--- config.mk ---
export PLATFORM = sky130hd
export DESIGN_NAME = save_mem_arbiter
export DESIGN_NICKNAME = d
export VERILOG_FILES = /design/src/rtl/save_mem_arbiter.sv
export SDC_FILE = /design/constraint.sdc
export NUM_CORES = 1
export LEC_CHECK = 0
export ABC_AREA = 1
export CORE_AREA = 2 2 190 192
export DETAILED_ROUTE_END_ITERATION = 12
export DIE_AREA = 0 0 192 194
export GPL_TIMING_DRIVEN = 0
export PLACE_DENSITY = 0.73
export SETUP_SLACK_MARGIN = 0.05
export SLEW_MARGIN = 20
export SYNTH_ARGS = -nofsm -noshare
export SYNTH_HDL_FRONTEND = slang
export SYNTH_SLANG_ARGS = --single-unit
--- constraint.sdc ---
create_clock -name hclk -period 5.15 [get_ports hclk]
set_clock_uncertainty 0.1 [all_clocks]
set_input_delay 0.7725 -clock hclk [delete_from_list [all_inputs] [get_ports hclk]]
set_output_delay 0.7725 -clock hclk [all_outputs]
set_load 0.005 [all_outputs]
--- src/rtl/save_mem_arbiter.sv ---
// rtl/save_mem_arbiter.sv - round-robin savestate memory arbiter (gb core vs host)
module save_mem_arbiter #(
  parameter int ADDR_W      = 26,
  parameter int TIMEOUT_CYC = 4095
) (
  input  logic              hclk,
  input  logic              reset,
  input  logic              core_ena,
  input  logic              core_rnw,
  input  logic [ADDR_W-1:0] core_adr,
  input  logic [63:0]       core_din,
  output logic [63:0]       core_dout,
  output logic              core_done,
  input  logic              host_req,
  input  logic              host_rnw,
  input  logic [ADDR_W-1:0] host_adr,
  input  logic [63:0]       host_din,
  input  logic [7:0]        host_be,
  output logic [63:0]       host_dout,
  output logic              host_ack,
  output logic              mem_req,
  output logic              mem_rnw,
  output logic [ADDR_W-1:0] mem_addr,
  output logic [63:0]       mem_din,
  output logic [7:0]        mem_be,
  input  logic              mem_ready,
  input  logic [63:0]       mem_dout,
  output logic              owner,
  output logic              busy,
  output logic              timeout_err,
  output logic              overrun_err
);

  localparam int CW = $clog2(TIMEOUT_CYC);
  localparam logic [CW-1:0] CNT_LAST = CW'(TIMEOUT_CYC - 1);

  typedef enum logic [1:0] {S_IDLE, S_ISSUE, S_WAIT, S_RESP} state_t;

  state_t              state_q, state_d;
  logic                core_pend_q, core_pend_d;
  logic                core_rnw_q, core_rnw_d;
  logic [ADDR_W-1:0]   core_adr_q, core_adr_d;
  logic [63:0]         core_din_q, core_din_d;
  logic                guard_q, guard_d;
  logic                owner_q, owner_d;
  logic                mem_rnw_q, mem_rnw_d;
  logic [ADDR_W-1:0]   mem_addr_q, mem_addr_d;
  logic [63:0]         mem_din_q, mem_din_d;
  logic [7:0]          mem_be_q, mem_be_d;
  logic [63:0]         core_dout_q, core_dout_d;
  logic [63:0]         host_dout_q, host_dout_d;
  logic [CW-1:0]       cnt_q, cnt_d;
  logic                timeout_q, timeout_d;
  logic                overrun_q, overrun_d;

  logic host_cand, grant_core, grant_host, core_free, cnt_last;

  // On a tie the requester that did not hold the last grant wins.
  always_comb begin
    host_cand  = host_req && !guard_q;
    grant_core = core_pend_q && (!host_cand || owner_q);
    grant_host = host_cand && (!core_pend_q || !owner_q);
    core_free  = !core_pend_q || (state_q == S_RESP && !owner_q);
    cnt_last   = (cnt_q == CNT_LAST);
  end

  always_ff @(posedge hclk) begin
    if (reset) state_q <= S_IDLE;
    else       state_q <= state_d;
  end

  always_comb begin
    state_d = state_q;
    case (state_q)
      S_IDLE:  if (grant_core || grant_host) state_d = S_ISSUE;
      S_ISSUE: state_d = S_WAIT;
      S_WAIT:  if (mem_ready || cnt_last) state_d = S_RESP;
      S_RESP:  state_d = S_IDLE;
      default: state_d = S_IDLE;
    endcase
  end

  always_comb begin
    mem_req   = (state_q == S_ISSUE);
    core_done = (state_q == S_RESP) && !owner_q;
    host_ack  = (state_q == S_RESP) && owner_q;
    busy      = (state_q != S_IDLE);
  end

  always_comb begin
    core_pend_d = core_pend_q;
    core_rnw_d  = core_rnw_q;
    core_adr_d  = core_adr_q;
    core_din_d  = core_din_q;
    guard_d     = guard_q;
    owner_d     = owner_q;
    mem_rnw_d   = mem_rnw_q;
    mem_addr_d  = mem_addr_q;
    mem_din_d   = mem_din_q;
    mem_be_d    = mem_be_q;
    core_dout_d = core_dout_q;
    host_dout_d = host_dout_q;
    cnt_d       = cnt_q;
    timeout_d   = timeout_q;
    overrun_d   = overrun_q;
    case (state_q)
      S_IDLE: begin
        guard_d = 1'b0;
        if (grant_core) begin
          owner_d    = 1'b0;
          mem_rnw_d  = core_rnw_q;
          mem_addr_d = core_adr_q;
          mem_din_d  = core_din_q;
          mem_be_d   = 8'hFF;
        end else if (grant_host) begin
          owner_d    = 1'b1;
          mem_rnw_d  = host_rnw;
          mem_addr_d = host_adr;
          mem_din_d  = host_din;
          mem_be_d   = host_be;
        end
      end
      S_ISSUE: cnt_d = '0;
      S_WAIT: begin
        if (mem_ready) begin
          if (owner_q) host_dout_d = mem_dout;
          else         core_dout_d = mem_dout;
        end else if (cnt_last) begin
          if (owner_q) host_dout_d = '1;
          else         core_dout_d = '1;
          timeout_d = 1'b1;
        end else begin
          cnt_d = cnt_q + CW'(1);
        end
      end
      S_RESP: begin
        if (owner_q) guard_d     = 1'b1;
        else         core_pend_d = 1'b0;
      end
      default: ;
    endcase
    // Capture after the RESP clear so a pulse coincident with core_done is kept.
    if (core_ena) begin
      if (core_free) begin
        core_pend_d = 1'b1;
        core_rnw_d  = core_rnw;
        core_adr_d  = core_adr;
        core_din_d  = core_din;
      end else begin
        overrun_d = 1'b1;
      end
    end
  end

  always_ff @(posedge hclk) begin
    if (reset) begin
      core_pend_q <= 1'b0;
      core_rnw_q  <= 1'b0;
      core_adr_q  <= '0;
      core_din_q  <= '0;
      guard_q     <= 1'b0;
      owner_q     <= 1'b1;
      mem_rnw_q   <= 1'b0;
      mem_addr_q  <= '0;
      mem_din_q   <= '0;
      mem_be_q    <= '0;
      core_dout_q <= '0;
      host_dout_q <= '0;
      cnt_q       <= '0;
      timeout_q   <= 1'b0;
      overrun_q   <= 1'b0;
    end else begin
      core_pend_q <= core_pend_d;
      core_rnw_q  <= core_rnw_d;
      core_adr_q  <= core_adr_d;
      core_din_q  <= core_din_d;
      guard_q     <= guard_d;
      owner_q     <= owner_d;
      mem_rnw_q   <= mem_rnw_d;
      mem_addr_q  <= mem_addr_d;
      mem_din_q   <= mem_din_d;
      mem_be_q    <= mem_be_d;
      core_dout_q <= core_dout_d;
      host_dout_q <= host_dout_d;
      cnt_q       <= cnt_d;
      timeout_q   <= timeout_d;
      overrun_q   <= overrun_d;
    end
  end

  assign core_dout   = core_dout_q;
  assign host_dout   = host_dout_q;
  assign mem_rnw     = mem_rnw_q;
  assign mem_addr    = mem_addr_q;
  assign mem_din     = mem_din_q;
  assign mem_be      = mem_be_q;
  assign owner       = owner_q;
  assign timeout_err = timeout_q;
  assign overrun_err = overrun_q;

endmodule

## Word-level counts from Yosys, hierarchy flattened

Index checks and enable logic that the tools add are counted.
W data, S select, Z words.

- Bits in registers: 337
- Output and inout port bits: 234
- Input bits: 259
- Logic and storage cells: 88

- Muxes and demuxes: 30
- Bitwise operators: 3
- Reductions and logical operators: 29
- Eq/ne operators: 9
- Add/sub/neg operators: 1

Operators with widths:

| kind | number |
|---|---|
| $mux W64 | 10 |
| $mux W26 | 2 |
| $mux W12 | 2 |
| $pmux W12 S2 | 1 |
| $mux W8 | 2 |
| $add A12 B1 Y12 const B | 1 |
| $eq A12 B12 Y1 const B | 1 |
| $reduce_and A3 Y1 | 4 |
| $ne A2 B2 Y1 const B | 5 |
| $reduce_and A2 Y1 | 5 |
| $reduce_bool A2 Y1 | 5 |
| $mux W1 | 9 |
| $pmux W2 S4 | 1 |
| $logic_and A1 B1 Y1 | 5 |
| $logic_or A1 B1 Y1 | 5 |
| $eq A2 B2 Y1 const B | 2 |
| $logic_not A1 Y1 | 4 |
| $mux W2 | 2 |
| $not A1 Y1 | 3 |
| $eq A2 B1 Y1 const B | 1 |
| $logic_not A2 Y1 | 1 |
| $pmux W1 S2 | 1 |

## Depth between registers and ports, before layout

Gate-level depths: netlist of the first run.

- Depth after elaboration: 8
- Mapped depth: 11
- Depth with buffers taken out: 10

## Least setup slack after synthesis of the first run

OpenSTA, ideal clock, no wires.

- Kind: flip-flop to output port
- Start point: register owner_q, in the netlist owner
- End point: output port host_ack
- Data required time: 4.278 ns
- Stages on the path, launching flop included: 5
- Buffers on the path: 2
- Data arrival time: 1.090 ns
- Slack: 3.187 ns
- Cells stage by stage: dfxtp_1 > clkbuf_1 > buf_2 > nand2_1 > inv_1

- Cells in the longest elaborated chain, start to end: 1

Ends and longest elaborated chain:

| element | RTL line | text |
|---|---|---|
| from (decl) | 45 | `logic owner_q, owner_d;` |
| from (signal assigned) | 178 | `owner_q <= owner_d;` |
| $logic_and A1 B1 Y1 | 86 | `host_ack = (state_q == S_RESP) && owner_q;` |
| to (decl) | 20 | `output logic host_ack,` |

Every way passes these cells.

## Final worst setup path of the first run

Ends and elaborated chain as after synthesis.

==> impl_metrics.py, run 1 <==
metrics = {
    "layout": {
        "fin_nets": 2794,
        "drive_above_1_share_pct": 4.81,
        "fillers": 3204,
        "synthToLayoutAreaGrowth_pct": 47.7,
        "fin_util_pct": 60.2,
        "final_cell_mix": "clkdlybuf4s50_1, nand2_1, dfxtp_1",
        "final_common_cell": "clkdlybuf4s50_1",
    },
    "yosys": {
        "synth_compound_area_share_pct": 13.4,
        "synth_cells": 1997,
        "ys_warn_count": 0,
        "avgSynthCellArea_um2": 7.18,
        "synth_fa_ha_area_share_pct": 0.523,
        "mappedNetlistNets": 2262,
        "ys_seq_elements": 337,
        "synth_xor_area_share_pct": 0,
        "yosysUniqueCellTypes": 26,
        "ys_seq_area_share_pct": 47.0,
        "synthMuxAreaShare_pct": 0,
        "syn_area_mm2": 0.0143,
        "synth_top_family_by_area": "simple AND/OR/NAND/NOR gates",
        "synth-simple-area-share_pct": 25.6,
    },
    "clocking": {
        "clockBufferDepth": 3,
        "cts_setup_buffers": 0,
        "cts_resized": 0,
        "clkLatencyLatePin_ps": 540,
        "cts.hold.buffers_added": 0,
        "clockRootBuffer": "clkbuf_16",
        "clk_pin_slew_ps": 60,
        "h-tree-depth": 2,
        "cts.sinks": 337,
        "cts_tree": "yes",
        "cts_made_buffers": 38,
    },
    "route": {
        "wirelength_mm": 55.0,
        "wl_per_cell_um": 18.2,
        "dr.pass1.iters": 5,
        "vias": 15200,
        "via_per_inst": 5.04,
        "drtIter0Drc": 823,
        "drtAntennaViolNets": 0,
        "route.detailed.drc": 0,
    },
    "place": {
        "gp_congestion": 0.914,
        "port-buffer-count": 492,
        "dpl.hpwl_mm": 42.3,
        "dp_worst_setup_slack_ps": 1780,
    },
    "power": {
        "p_total_w": 0.00890,
        "powerDensity_mw_per_mm2": 420,
        "leakage_nw": 9.06,
        "vdd_drop_max_uv": 282,
    },
    "floorplanning": {
        "dieArea_mm2": 0.0372,
        "die_w_um": 192,
        "die_y_um": 194,
        "ioPinCount": 493,
        "rows": 69,
        "start_util_pct": 40.7,
        "core_area_mm2": 0.0352,
    },
    "timing": {
        "period_share_pct": 69.1,
        "setup_violations": 0,
        "rsz0062_at_grt": "false",
        "maxSlewHeadroom_pct": 46.7,
        "final.min_clock_period_ps": 3560,
        "slew_violations": 0,
        "fmax_mhz": 281,
        "layout_setup_ws_ps": 1590,
        "tns_ps": 0,
        "worstMarginPinSlew_ps": 800,
        "hold_viol": 0,
    },
    "critical_path": {
        "cp_max_fo": 10,
        "cpPeakStageDelay_ps": 550,
        "start_kind": "flip-flop",
        "path_cells": "clkbuf_1 > buf_2 > nand2_1 > inv_1 > clkdlybuf4s50_1",
        "crit_type": "flip-flop to primary output",
        "end_kind": "primary output",
        "critPathSlowestCell": "dfxtp_1",
        "crit_required_ps": 4280,
        "cp.arrival_ps": 2690,
    },
    "global_route": {
        "grt_pass1_wl_mm": 84.1,
        "grt_overflow": 0,
        "grt_max_degree": 14,
        "first_global_vias": 15200,
        "grt_use_total_pct": 29.0,
        "antenna_found_initial": 16,
    },
    "status": {
        "status": "finished clean",
    },
    "run": {
        "drv_cap": 0,
    },
    "hold_path": {
        "min_path_type": "flip-flop to flip-flop",
    },
}
-- through the flow --
step                      hold slack [ps]  cells  cell area (µm²)
after floorplan                       342   1997            14300
after global placement                332   2950            19800
after detailed placement              335   2950            19800
after CTS                             344   3018            21200
after global routing                  364   3020            21200
final                                 345   3024            21200
-- power by group --
group	leakage, nW	switching [W]	total, W	internal [W]
sequential	2.76	0.000268	0.00331	0.00305
combinational	5.63	0.00147	0.00271	0.00124
clock	0.669	0.00112	0.00287	0.00176
total	9.06	0.00285	0.00890	0.00604
-- worst paths after layout --
path / slack (ps) / startpoint / cells past startpoint / to
setup / recovery: 1590 / owner / 5 / host_ack
hold / removal: 340 / core_dout[41] / 2 / core_dout[41]
setup reg to reg: 2700 / state_q[0] / 9 / mem_din[60]
hold reg to reg: 340 / core_dout[41] / 2 / core_dout[41]
-- sequential cells by signal, indices dropped and copies added (netlist names) --
signal       cells
core_din_q      64
core_dout       64
host_dout       64
mem_din         64
core_adr_q      26
mem_addr        26
cnt_q           12
mem_be           8
state_q          2
core_pend_q      1
core_rnw_q       1
guard_q          1
mem_rnw          1
overrun_err      1
owner            1
timeout_err      1
-- logic make-up (layout without fill, tap and decap cells) --
kind of cell    count (synthesis)  in the layout
simple gates                  839            839
buf+inv                       477           1037
compound gates                338            338
flops                         337            337
fa+ha+maj                       6              6
other cells                     0              6
-- worst max-delay path, delay by kind of cell, from the launching register on --
| kind | cells | cell delay [ps] |
|---|---|---|
| flip-flops | 1 | 550 |
| AND/OR/NAND/NOR | 1 | 120 |
| buffers and inverters | 4 | 1490 |
-- synthesized netlist by cell type (all sizes together) --
cell type | instances | share of area (%)
o21ai | 107 | 3.7
buf | 63 | 2.5
a21oi | 137 | 4.8
o211ai | 92 | 4.8
clkbuf | 90 | 2.4
dfxtp | 337 | 47
nor3 | 2 | 0.070
o21a | 1 | 0.052
nand3 | 112 | 4.0
nand2 | 362 | 9.6
nand4 | 135 | 5.9
inv | 323 | 8.5
ha | 6 | 0.52
nor2 | 228 | 6.0
clkinv | 1 | 0.026
a31oi | 1 | 0.044
-- layer usage --
metal / GRT usage (%) / up-vias / part of all wire (%)
li1: - / 7496 / -
met4: 10.1 / 22 / 3.2
met5: 0 / - / 0.30
met2: 51.8 / 585 / 50
met1: 31.3 / 6998 / 37
met3: 10.3 / 135 / 9.8
-- cell type report --
class	count	area, µm²	share of cell area, %
flip-flops and latches	337	6750	31.8
well taps	461	577	2.72
repair buffers	492	4920	23.2
inverters	324	1220	5.74
clock inverters	17	188	0.886
clock buffers	51	1140	5.40
plain buffers	153	706	3.33
multi-input cells	1183	5680	26.8
diodes	6	15.0	0.0709
Note: power is estimated with default switching activity, not from simulation.
==> run 2, diff against run 1 <==
--- a/config.mk
+++ b/config.mk
@@ -6,9 +6,9 @@
 export NUM_CORES = 1
 export LEC_CHECK = 0
 export ABC_AREA = 1
-export CORE_AREA = 2 2 190 192
+export CORE_AREA = 2 2 191 193
 export DETAILED_ROUTE_END_ITERATION = 12
-export DIE_AREA = 0 0 192 194
+export DIE_AREA = 0 0 193 195
 export GPL_TIMING_DRIVEN = 0
 export PLACE_DENSITY = 0.73
 export SETUP_SLACK_MARGIN = 0.05
==> constraint.sdc (replaced) <==
create_clock -name hclk -period 3.4 [get_ports hclk]
set_clock_uncertainty 0.1 [all_clocks]
set_input_delay 0.51 -clock hclk [delete_from_list [all_inputs] [get_ports hclk]]
set_output_delay 0.51 -clock hclk [all_outputs]
set_load 0.005 [all_outputs]
==> impl_metrics.py, run 2 (synthesis results as in run 1) <==
metrics = {
    "status": {
        "status": "finished clean",
    },
    "global_route": {
        "first_global_vias": 14700,
        "grt_use_total_pct": 27.9,
        "grt_max_degree": 15,
        "grt_overflow": 0,
        "antenna_found_initial": 11,
        "grt_pass1_wl_mm": 81.4,
    },
    "place": {
        "port-buffer-count": 492,
        "gp_congestion": 0.919,
        "dpl.hpwl_mm": 42.1,
    },
    "run": {
        "drv_cap": 0,
    },
    "power": {
        "vdd_drop_max_uv": 559,
        "powerDensity_mw_per_mm2": 632,
        "leakage_nw": 9.03,
    },
    "clocking": {
        "cts_setup_buffers": 0,
        "cts_made_buffers": 38,
        "clk_pin_slew_ps": 60,
        "clockBufferDepth": 3,
        "cts_tree": "yes",
        "h-tree-depth": 2,
        "cts.sinks": 337,
        "clkLatencyLatePin_ps": 510,
        "clockRootBuffer": "clkbuf_16",
    },
    "timing": {
        "tns_ps": 0,
        "worstMarginPinSlew_ps": 814,
        "slew_violations": 0,
        "rsz0062_at_grt": "false",
        "period_share_pct": 90.6,
        "final.min_clock_period_ps": 3080,
        "maxSlewHeadroom_pct": 45.7,
        "fmax_mhz": 325,
        "setup_violations": 0,
        "hold_viol": 0,
    },
    "route": {
        "wirelength_mm": 54.6,
        "drtIter0Drc": 886,
        "vias": 15300,
        "drtAntennaViolNets": 0,
        "route.detailed.drc": 0,
        "via_per_inst": 5.06,
        "wl_per_cell_um": 18.1,
        "dr.pass1.iters": 8,
    },
    "floorplanning": {
        "ioPinCount": 493,
        "core_area_mm2": 0.0354,
        "die_y_um": 195,
        "die_w_um": 193,
        "start_util_pct": 40.5,
        "dieArea_mm2": 0.0376,
        "rows": 69,
    },
    "layout": {
        "fillers": 3268,
        "final_common_cell": "clkdlybuf4s50_1",
        "final_cell_mix": "clkdlybuf4s50_1, nand2_1, dfxtp_1",
        "drive_above_1_share_pct": 4.47,
        "fin_nets": 2794,
        "synthToLayoutAreaGrowth_pct": 47.4,
        "regArea_mm2": 0.00675,
        "multi_input_area_mm2": 0.00568,
        "fin_util_pct": 59.7,
    },
    "critical_path": {
        "crit_required_ps": 2790,
        "cp.arrival_ps": 2470,
        "start_kind": "flip-flop",
        "end_kind": "primary output",
        "crit_type": "flip-flop to primary output",
        "cp_max_fo": 10,
    },
    "hold_path": {
        "min_path_type": "flip-flop to flip-flop",
    },
}
[run 2: cell types whose count changed in the layout (fill, tap and decap cells not counted), sizes merged]
cell,previous run,this run
clkinv,13,4
clkbuf,141,145
diode,6,2
inv,323,324
[run 2: final cells by class]
| class | instances | share of cell area, % |
|---|---|---|
| buffer | 153 | 3.34 |
| sequential | 337 | 31.9 |
| timing repair buffer | 492 | 23.3 |
| tap | 461 | 2.73 |
| clock inverter | 9 | 0.716 |
| antenna | 2 | 0.0237 |
| inverter | 324 | 5.75 |
| clock buffer | 55 | 5.39 |
| multi-input combinational | 1183 | 26.8 |
[run 2: final timing paths]
kind | slack, ps | to | depth (start not counted) | from
hold / removal | 340 | core_dout[15] | 2 | core_dout[15]
setup / recovery | 320 | host_ack | 5 | owner
hold reg to reg | 340 | core_dout[15] | 2 | core_dout[15]
setup reg to reg | 970 | mem_din[61] | 9 | state_q[0]
[run 2: per-layer routing]
layer  track usage, %  up-vias  share of wire [%]
met1             31.6     7007                 38
li1                 -     7496                  -
met5                0        -               0.27
met3             8.57      120                9.8
met4             8.84       20                3.2
met2             49.6      618                 49
[run 2: worst max-delay path, cell delays in order (launching register included)]
cell and delay (ps):
dfxtp_1 550, clkbuf_2 360, buf_2 320, nand2_1 110, inv_1 110, clkdlybuf4s50_1 510
[run 2: power by group]
| group | switching [W] | total [W] | internal (W) | leakage [nW] |
|---|---|---|---|---|
| Combinational | 0.00221 | 0.00408 | 0.00188 | 5.63 |
| Clock | 0.00163 | 0.00425 | 0.00262 | 0.631 |
| Sequential | 0.000426 | 0.00504 | 0.00461 | 2.76 |
[run 2: through the flow]
stage          setup WS (ps)  area [µm²]  total power [W]  cells  hold slack, ps
2_1_floorplan           1690       14300          0.00690   1997             342
3_3_place_gp             206       19800          0.00911   2950             333
3_5_place_dp             193       19800          0.00917   2950             335
4_1_cts                 89.0       21100           0.0134   3014             344
5_1_grt                  242       21100           0.0140   3014             356
6_report                 319       21100           0.0134   3016             344
[run 2: timing repair]
action / in CTS / in global routing
endpoints found under the setup margin: 0 / 1
hold buffers: 0 / 0
resized for setup: 0 / 2
==> run 3, diff against run 2 <==
--- a/config.mk
+++ b/config.mk
@@ -6,6 +6,7 @@
 export NUM_CORES = 1
 export LEC_CHECK = 0
 export ABC_AREA = 1
+export CAP_MARGIN = 10
 export CORE_AREA = 2 2 191 193
 export DETAILED_ROUTE_END_ITERATION = 12
 export DIE_AREA = 0 0 193 195
==> results of run 3 <==
The final DEF is identical to that of run 2; final timing and power are the same.
